===== src/rtl/plru_set_ctrl.sv =====
// Tree-PLRU replacement controller for an 8-way cache: one 7-bit word per set, serialised hit/victim access.
// Optional macro PLRU_SET_CTRL_STATS_EN adds saturating hit/victim completion counters.
module plru_set_ctrl #(
  parameter int NUM_SETS = 64
) (
  input  logic                        clk_i,
  input  logic                        rst_i,
  input  logic                        hit_valid_i,
  output logic                        hit_ready_o,
  input  logic [$clog2(NUM_SETS)-1:0] hit_set_i,
  input  logic [7:0]                  hit_way_i,
  input  logic                        vic_valid_i,
  output logic                        vic_ready_o,
  input  logic [$clog2(NUM_SETS)-1:0] vic_set_i,
  output logic                        vic_resp_valid_o,
  output logic [2:0]                  vic_resp_way_o,
  input  logic                        vic_resp_ready_i,
  output logic                        busy_o
`ifdef PLRU_SET_CTRL_STATS_EN
  ,
  output logic [15:0]                 stat_hit_cnt_o,
  output logic [15:0]                 stat_vic_cnt_o
`endif
);

  localparam int SET_W = $clog2(NUM_SETS);
  localparam logic RR_HIT = 1'b0;
  localparam logic RR_VIC = 1'b1;

  typedef enum logic [1:0] {ST_IDLE = 2'd0, ST_RD = 2'd1, ST_WR = 2'd2} state_e;

  function automatic logic [2:0] plru_victim(input logic [6:0] w);
    logic [2:0] v;
    if (w[6]) begin
      if (w[5]) v = w[3] ? 3'd7 : 3'd6;
      else      v = w[2] ? 3'd5 : 3'd4;
    end else begin
      if (w[4]) v = w[1] ? 3'd3 : 3'd2;
      else      v = w[0] ? 3'd1 : 3'd0;
    end
    return v;
  endfunction

  // A node flips when the access touches the side it currently marks as LRU.
  function automatic logic [6:0] plru_update(input logic [6:0] w, input logic [7:0] m);
    logic [6:0] f;
    f[6] = w[6] ? |m[7:4] : |m[3:0];
    f[5] = w[5] ? |m[7:6] : |m[5:4];
    f[4] = w[4] ? |m[3:2] : |m[1:0];
    f[3] = w[3] ? m[7] : m[6];
    f[2] = w[2] ? m[5] : m[4];
    f[1] = w[1] ? m[3] : m[2];
    f[0] = w[0] ? m[1] : m[0];
    return w ^ f;
  endfunction

  state_e           state_q, state_d;
  logic [SET_W-1:0] set_q;
  logic [7:0]       map_q;
  logic             vic_q;
  logic [6:0]       word_q;
  logic             rr_q;
  logic             resp_valid_q;
  logic [2:0]       resp_way_q;
  logic             wr_done_q;
  logic [6:0]       words_q [NUM_SETS];

  logic             grant_hit, grant_vic, wr_en, leave_wr;
  logic [6:0]       rd_word, new_word;
  logic [2:0]       rd_victim;

  assign rd_word   = words_q[set_q];
  assign rd_victim = plru_victim(rd_word);
  assign new_word  = plru_update(word_q, map_q);

  always_ff @(posedge clk_i or posedge rst_i) begin
    if (rst_i) state_q <= ST_IDLE;
    else       state_q <= state_d;
  end

  always_comb begin
    state_d = state_q;
    case (state_q)
      ST_IDLE: begin
        if (grant_hit || grant_vic) state_d = ST_RD;
        else                        state_d = ST_IDLE;
      end
      ST_RD:   state_d = ST_WR;
      ST_WR: begin
        if (!vic_q || vic_resp_ready_i) state_d = ST_IDLE;
        else                            state_d = ST_WR;
      end
      default: state_d = ST_IDLE;
    endcase
  end

  always_comb begin
    hit_ready_o = 1'b0;
    vic_ready_o = 1'b0;
    wr_en       = 1'b0;
    leave_wr    = 1'b0;
    case (state_q)
      ST_IDLE: begin
        hit_ready_o = !vic_valid_i || (rr_q == RR_HIT);
        vic_ready_o = !hit_valid_i || (rr_q == RR_VIC);
      end
      ST_WR: begin
        wr_en    = !wr_done_q;
        leave_wr = !vic_q || vic_resp_ready_i;
      end
      default: begin
        hit_ready_o = 1'b0;
        vic_ready_o = 1'b0;
      end
    endcase
  end

  assign grant_hit        = hit_valid_i && hit_ready_o;
  assign grant_vic        = vic_valid_i && vic_ready_o;
  assign busy_o           = (state_q != ST_IDLE);
  assign vic_resp_valid_o = resp_valid_q;
  assign vic_resp_way_o   = resp_way_q;

  // Request latch, word read, victim selection and response handshake.
  always_ff @(posedge clk_i or posedge rst_i) begin
    if (rst_i) begin
      set_q        <= '0;
      map_q        <= 8'h00;
      vic_q        <= 1'b0;
      word_q       <= 7'b0;
      rr_q         <= RR_HIT;
      resp_valid_q <= 1'b0;
      resp_way_q   <= 3'd0;
      wr_done_q    <= 1'b0;
    end else begin
      if (state_q == ST_IDLE && hit_valid_i && vic_valid_i) rr_q <= ~rr_q;
      case (state_q)
        ST_IDLE: begin
          if (grant_vic) begin
            set_q <= vic_set_i;
            map_q <= 8'h00;
            vic_q <= 1'b1;
          end else if (grant_hit) begin
            set_q <= hit_set_i;
            map_q <= hit_way_i;
            vic_q <= 1'b0;
          end
        end
        ST_RD: begin
          word_q    <= rd_word;
          wr_done_q <= 1'b0;
          if (vic_q) begin
            map_q        <= 8'b0000_0001 << rd_victim;
            resp_way_q   <= rd_victim;
            resp_valid_q <= 1'b1;
          end
        end
        ST_WR: begin
          wr_done_q <= 1'b1;
          if (vic_q && vic_resp_ready_i) resp_valid_q <= 1'b0;
        end
        default: resp_valid_q <= 1'b0;
      endcase
    end
  end

  // State-word array; written once per request on the first WR cycle.
  always_ff @(posedge clk_i or posedge rst_i) begin
    if (rst_i) begin
      for (int i = 0; i < NUM_SETS; i++) words_q[i] <= 7'b0;
    end else if (wr_en) begin
      words_q[set_q] <= new_word;
    end
  end

`ifdef PLRU_SET_CTRL_STATS_EN
  logic [15:0] stat_hit_q, stat_vic_q;

  // Saturating completion counters.
  always_ff @(posedge clk_i or posedge rst_i) begin
    if (rst_i) begin
      stat_hit_q <= 16'h0000;
      stat_vic_q <= 16'h0000;
    end else if (leave_wr) begin
      if (!vic_q && stat_hit_q != 16'hFFFF) stat_hit_q <= stat_hit_q + 16'h0001;
      if (vic_q && stat_vic_q != 16'hFFFF)  stat_vic_q <= stat_vic_q + 16'h0001;
    end
  end

  assign stat_hit_cnt_o = stat_hit_q;
  assign stat_vic_cnt_o = stat_vic_q;
`endif

endmodule


===== config.mk =====
export PLATFORM = sky130hd
export DESIGN_NAME = plru_set_ctrl
export DESIGN_NICKNAME = d
export VERILOG_FILES = /design/src/rtl/plru_set_ctrl.sv
export SDC_FILE = /design/constraint.sdc
export NUM_CORES = 1
export LEC_CHECK = 0
export CORE_MARGIN = 2
export CORE_UTILIZATION = 55
export DETAILED_ROUTE_END_ITERATION = 6
export PLACE_DENSITY = 0.75
export SLEW_MARGIN = 15
export SYNTH_ARGS = -nofsm -noshare
export SYNTH_HDL_FRONTEND = slang
export SYNTH_SLANG_ARGS = --single-unit

===== constraint.sdc =====
create_clock -name clk_i -period 17.22 [get_ports clk_i]
set_input_delay 5.166 -clock clk_i [delete_from_list [all_inputs] [get_ports clk_i]]
set_output_delay 5.166 -clock clk_i [all_outputs]
set_load 0.1 [all_outputs]

==> metrics.cfg, run 1 <==
[clock_network]
root_buffer = clkbuf_16
clockBufferDepth = 3
numClockSinks = 478
numCtsBuffers = 48
htree_levels = 2
ctsResizeCount = 0
clk_latency_ns = 0.56
clk_pin_slew_worst_paths_ns = 0.06
cts_tree = built
post_cts_buffers = 0
cts_hold_repair.buffers = 0

[die]
die-width_um = 201
coreArea_sq_um = 38400
start_util_pct = 55.4
die_area_sq_um = 40300
rows = 72
die_y_um = 201
ioPinCount = 32

[placement]
gp_congestion = 0.928
port_buffers = 31
dp_hpwl_mm = 35.2

[yosys]
synth_edf_count = 0
ys_types = 64
ys.flop_type = dfrtp_1
ys_ff_latch = 478
netlist_top_cells_area = dfrtp_1 56%, o21ai_0 11%, nand2_1 9.7%, mux4_2 5.7%, mux2i_1 3.4%
ys_async_sr_fraction_pct = 100
yosysWarnings = 0
netlist_area_sq_um = 21300
synth_nets = 2134
yosysTopAreaCellShare_pct = 56.2
ys_seq_area_share_pct = 56.2
netlist_instances = 2106
yosysTopAreaCell = dfrtp_1
avgSynthCellArea_sq_um = 10.1

[timing]
fmax_mhz = 81.7
fin_setup_tns_ns = 0
slew_violations = 0
finalCritPeriodShare_pct = 71.1
min_period_ns = 12.25
slew_headroom_pct = 6.60
grt_setup_unrepaired = no
final-hold-violation-count = 0
fin_skew_ns = 0.0170
worst-slew-pin-transition_ns = 1.40
setup_viol = 0

[worst_setup_path]
crit_fanout = 4
required_ns = 12.05
r2r_slack_ns = 12.65
arrival_ns = 7.08
crit_type = in -> out
reg2regPathDepth = 7
cp-end-kind = primary output
cp-start-kind = input port

[power]
p_per_area_nw_per_um2 = 189
power_mw = 4.42
p_leak_nw = 10.3
vdd_drop_max_mv = 0.125

[global_route]
grt_usage_pct = 29.5
grt_pass1_vias = 16000
grt_max_degree = 188
antenna_found_initial = 0
grt_first_pass_wirelength_mm = 92.8
grt.overflow.total = 0

[route]
ant_nets = 0
detail_route.drc_violations = 0
dr_total_vias = 16200
initialDrtViolationCount = 1963
drt_wl_total_mm = 58.2
routedWlPerCell_um = 22.4
first_pass_iters = 7
via_per_inst = 6.22

[finish]
area_growth_pct = 10.1
layout-drive-gt1-share_pct = 9.59
fin_nets = 2077

[hold_path]
hold_depth = 2
hold_path_class = reg -> reg

[status]
status = finished clean

[job]
max_cap_violations = 0

[sequential cells by signal (all words and copies together) (netlist names), 2 cells and up]
register        count
vic_resp_way_o      3
map_q               8
state_q             2
words_q           448
set_q               6
word_q              7
[cells in the final DEF, fill, tap and decap left out, drive strengths merged, types with 6 or more instances in the layout]
cell type      instances
mux2i                 73
o211ai                 8
dfrtp                478
nor3                   9
a21oi                 26
mux4                  54
a221oi                33
mux2                  20
inv                   19
a31oi                 11
a221o                  6
clkinv                 6
buf                   31
clkdlybuf4s50         31
a22o                   9
clkbuf                80
o22ai                 11
o21ai                482
nand3                 16
a22oi                 24
and3                   8
nor2                  32
nor2b                  7
nand2                549
o31ai                 10
[cell usage after synthesis, types with 8 or more instances]
cell,number
dfrtp_1,478
mux4_2,54
a21oi_1,26
nor2_1,31
a22oi_1,24
mux2_2,13
and3_1,8
nand2_1,549
buf_2,24
clkbuf_1,123
o21ai_0,479
nand3_1,16
o211ai_1,8
inv_1,18
mux2i_1,73
a221oi_1,33
o22ai_1,11
a31oi_1,11
buf_6,8
a22o_1,9
[power breakdown]
part	internal [mW]	switching (mW)
Combinational	0.527	1.11
Sequential	1.49	0.254
Clock	0.610	0.429
Total	2.63	1.80
[path summary, 6_finish.rpt]
check,from,end
setup / recovery,hit_valid_i,vic_ready_o
hold / removal,words_q[366]$_DFFE_PP0P_,words_q[366]$_DFFE_PP0P_
setup reg to reg,set_q[0]$_DFFE_PP0P_,words_q[306]$_DFFE_PP0P_
hold reg to reg,words_q[366]$_DFFE_PP0P_,words_q[366]$_DFFE_PP0P_
max in group asynchronous,rst_i,words_q[270]$_DFFE_PP0P_
min in group asynchronous,rst_i,words_q[97]$_DFFE_PP0P_
[stage by stage]
step	std cells	area (sq um)	hold WS (ns)	worst slack [ns]	utilization (%)
CTS	2603	23400	0.479	4.99	61.0
finish	2604	23400	0.476	4.97	61.0
detailed placement	2517	21800	0.464	5.00	56.9
global placement	2517	21800	0.456	5.02	56.9
floorplan	2106	21300	0.443	5.34	-
global route	2603	23400	0.489	4.91	61.0
[worst max-delay path, cell delays in order]
cell	delay [ns]
clkdlybuf4s50_1	0.46
a21oi_1	0.27
clkdlybuf4s50_1	1.18
[cell families (layout without fill, tap and decap cells)]
logic type               count (synthesis)  after routing  share of synthesized area, %
XOR/XNOR                                 1              1                        0.0412
adder cells (fa/ha/maj)                  3              3                         0.176
AO/OA/AOI/OAI                          643            643                          17.1
multiplexers                           147            147                          10.2
flip-flops                             478            478                          56.2
buffers and inverters                  191            170                          4.05
AND/OR/NAND/NOR                        643            643                          12.2
other                                    0              1                             0
[cell type report]
cell class | count | area (sq um)
fillers | 3127 | 15000
clock inverters | 6 | 61.3
inverters | 22 | 86.3
well taps | 518 | 648
diodes | 1 | 2.50
clock buffers | 80 | 1510
repair buffers | 62 | 581
multi-input cells | 1437 | 8550
flip-flops and latches | 478 | 12000
[routing by layer]
layer	routed length, um	vias to the layer above	track usage, %
li1	-	7235	-
met1	23500	7973	40.8
met2	26700	795	46.1
met3	5240	187	5.11
met4	2820	0	13.8
met5	0	-	0
(Power assumes the default switching activity.)
==> run 2, diff against run 1 <==
--- a/config.mk
+++ b/config.mk
@@ -8,7 +8,7 @@
 export CORE_MARGIN = 2
 export CORE_UTILIZATION = 55
 export DETAILED_ROUTE_END_ITERATION = 6
-export PLACE_DENSITY = 0.75
+export PLACE_DENSITY = 0.72
 export SLEW_MARGIN = 15
 export SYNTH_ARGS = -nofsm -noshare
 export SYNTH_HDL_FRONTEND = slang
==> constraint.sdc (replaced) <==
create_clock -name clk_i -period 12.5 [get_ports clk_i]
set_input_delay 3.75 -clock clk_i [delete_from_list [all_inputs] [get_ports clk_i]]
set_output_delay 3.75 -clock clk_i [all_outputs]
set_load 0.1 [all_outputs]
==> run 2 against run 1 <==
Against the previous run:
- clock power is 38% higher
- register-to-register slack lost 4.8 ns
- via count fell by 0.49%
- largest power group unchanged
==> metrics.cfg, run 2 (synthesized netlist as in run 1, its figures left out) <==
[worst_setup_path]
endpoint = vic_ready_o
crit_fanout = 4
reg2regPathDepth = 9
cp-start-kind = input port
r2r_end = vic_resp_way_o[0]$_DFFE_PP0P_
required_ns = 8.75
arrival_ns = 5.65
r2r_slack_ns = 7.86
cp-end-kind = primary output
r2r-start = set_q[1]$_DFFE_PP0P_
crit_type = in -> out
crit_path_start = hit_valid_i

[clock_network]
htree_levels = 2
ctsResizeCount = 0
clk_pin_slew_worst_paths_ns = 0.05
root_buffer = clkbuf_16
post_cts_buffers = 0
clockBufferDepth = 3
clk_latency_ns = 0.57
cts_tree = built
numClockSinks = 478
cts_hold_repair.buffers = 0
numCtsBuffers = 48

[die]
start_util_pct = 55.4
die-width_um = 201
coreArea_sq_um = 38400
die_area_sq_um = 40300
rows = 72
die_y_um = 201
ioPinCount = 32

[hold_path]
hold_path_class = reg -> reg
hold_depth = 2

[status]
status = finished clean

[timing]
fin_skew_ns = 0.0188
setup_ws_ns = 3.10
setup_viol = 0
grt_setup_unrepaired = no
worst-slew-pin-transition_ns = 1.30
slew_headroom_pct = 12.5
fmax_mhz = 106
finalCritPeriodShare_pct = 75.2
fin_setup_tns_ns = 0
min_period_ns = 9.40
slew_violations = 0
final-hold-violation-count = 0

[finish]
diodes = 0
area_growth_pct = 10.1
reg_top3 = words_q x448, map_q x8, word_q x7
top_register = words_q
largest_register_ff_count = 448
layout_commonest_cell = nand2_1
layout-drive-gt1-share_pct = 9.63
fin_nets = 2078
layout_common_cells = 549 x nand2_1, 478 x o21ai_0, 475 x dfrtp_1

[global_route]
grt_first_pass_wirelength_mm = 92.4
grt.overflow.total = 0
grt_pass1_vias = 16000
grt_usage_pct = 29.5
grt_max_degree = 191
antenna_found_initial = 0

[route]
drt_wl_total_mm = 58.3
detail_route.drc_violations = 0
via_per_inst = 6.18
dr_total_vias = 16100
initialDrtViolationCount = 1729
ant_nets = 0
first_pass_iters = 6
routedWlPerCell_um = 22.4

[power]
power_switching_mw = 2.47
swShare_pct = 40.5
p_leak_nw = 10.3
p_seq_share_pct = 39.9
clkPwrFrac_pct = 23.6
vdd_drop_max_mv = 0.159
p_int_mw = 3.62
combPwrFrac_pct = 36.5
p_per_area_nw_per_um2 = 260

[placement]
dp_hpwl_mm = 35.9
gp_congestion = 0.915
port_buffers = 31
dp_slack_ns = 3.13

[job]
max_cap_violations = 0

run 2: worst max-delay path: stages:
cell	delay, ns
clkdlybuf4s50_1	0.47
a21oi_1	0.25
clkdlybuf4s50_1	1.18
run 2: metal layers:
layer  share of wire [%]  GRT usage (%)  vias up
li1                    -              -     7264
met1                  41           40.6     7974
met2                  46           45.8      713
met3                 8.4           6.25      160
met4                 4.5           13.0        0
met5                   0              0        -
run 2: power by group through the flow:
stage	registers (mW)	clock network (mW)	logic (mW)
floorplan	2.30	0	1.56
global placement	2.41	0	2.13
detailed placement	2.44	0	2.19
CTS	2.42	1.46	2.20
global route	2.49	1.52	2.39
finish	2.43	1.44	2.22
run 2: worst min-delay path by stage:
stage	startpoint	endpoint	slack, ns
floorplan	words_q[149]$_DFFE_PP0P_	words_q[149]$_DFFE_PP0P_	0.44
global placement	words_q[149]$_DFFE_PP0P_	words_q[149]$_DFFE_PP0P_	0.45
detailed placement	words_q[366]$_DFFE_PP0P_	words_q[366]$_DFFE_PP0P_	0.47
CTS	words_q[345]$_DFFE_PP0P_	words_q[345]$_DFFE_PP0P_	0.48
global route	words_q[168]$_DFFE_PP0P_	words_q[168]$_DFFE_PP0P_	0.50
finish	words_q[345]$_DFFE_PP0P_	words_q[345]$_DFFE_PP0P_	0.47
run 2: area by class of cell:
| type | count | area (sq um) |
|---|---|---|
| clock buffers | 78 | 1480 |
| clock inverters | 10 | 108 |
| inverters | 22 | 86.3 |
| well taps | 518 | 648 |
| multi-input cells | 1437 | 8540 |
| repair buffers | 63 | 588 |
| fillers | 3137 | 15000 |
| flip-flops and latches | 478 | 12000 |
run 2: stage by stage:
| stage | std cells | hold WS, ns | area (sq um) | util, % | total power [mW] |
|---|---|---|---|---|---|
| 6_report | 2606 | 0.471 | 23400 | 61.0 | 6.09 |
| 5_1_grt | 2606 | 0.500 | 23400 | 61.0 | 6.40 |
| 4_1_cts | 2606 | 0.478 | 23400 | 61.0 | 6.07 |
| 3_5_place_dp | 2518 | 0.465 | 21800 | 56.9 | 4.63 |
| 3_3_place_gp | 2518 | 0.455 | 21800 | 56.9 | 4.53 |
| 2_1_floorplan | 2106 | 0.443 | 21300 | - | 3.86 |
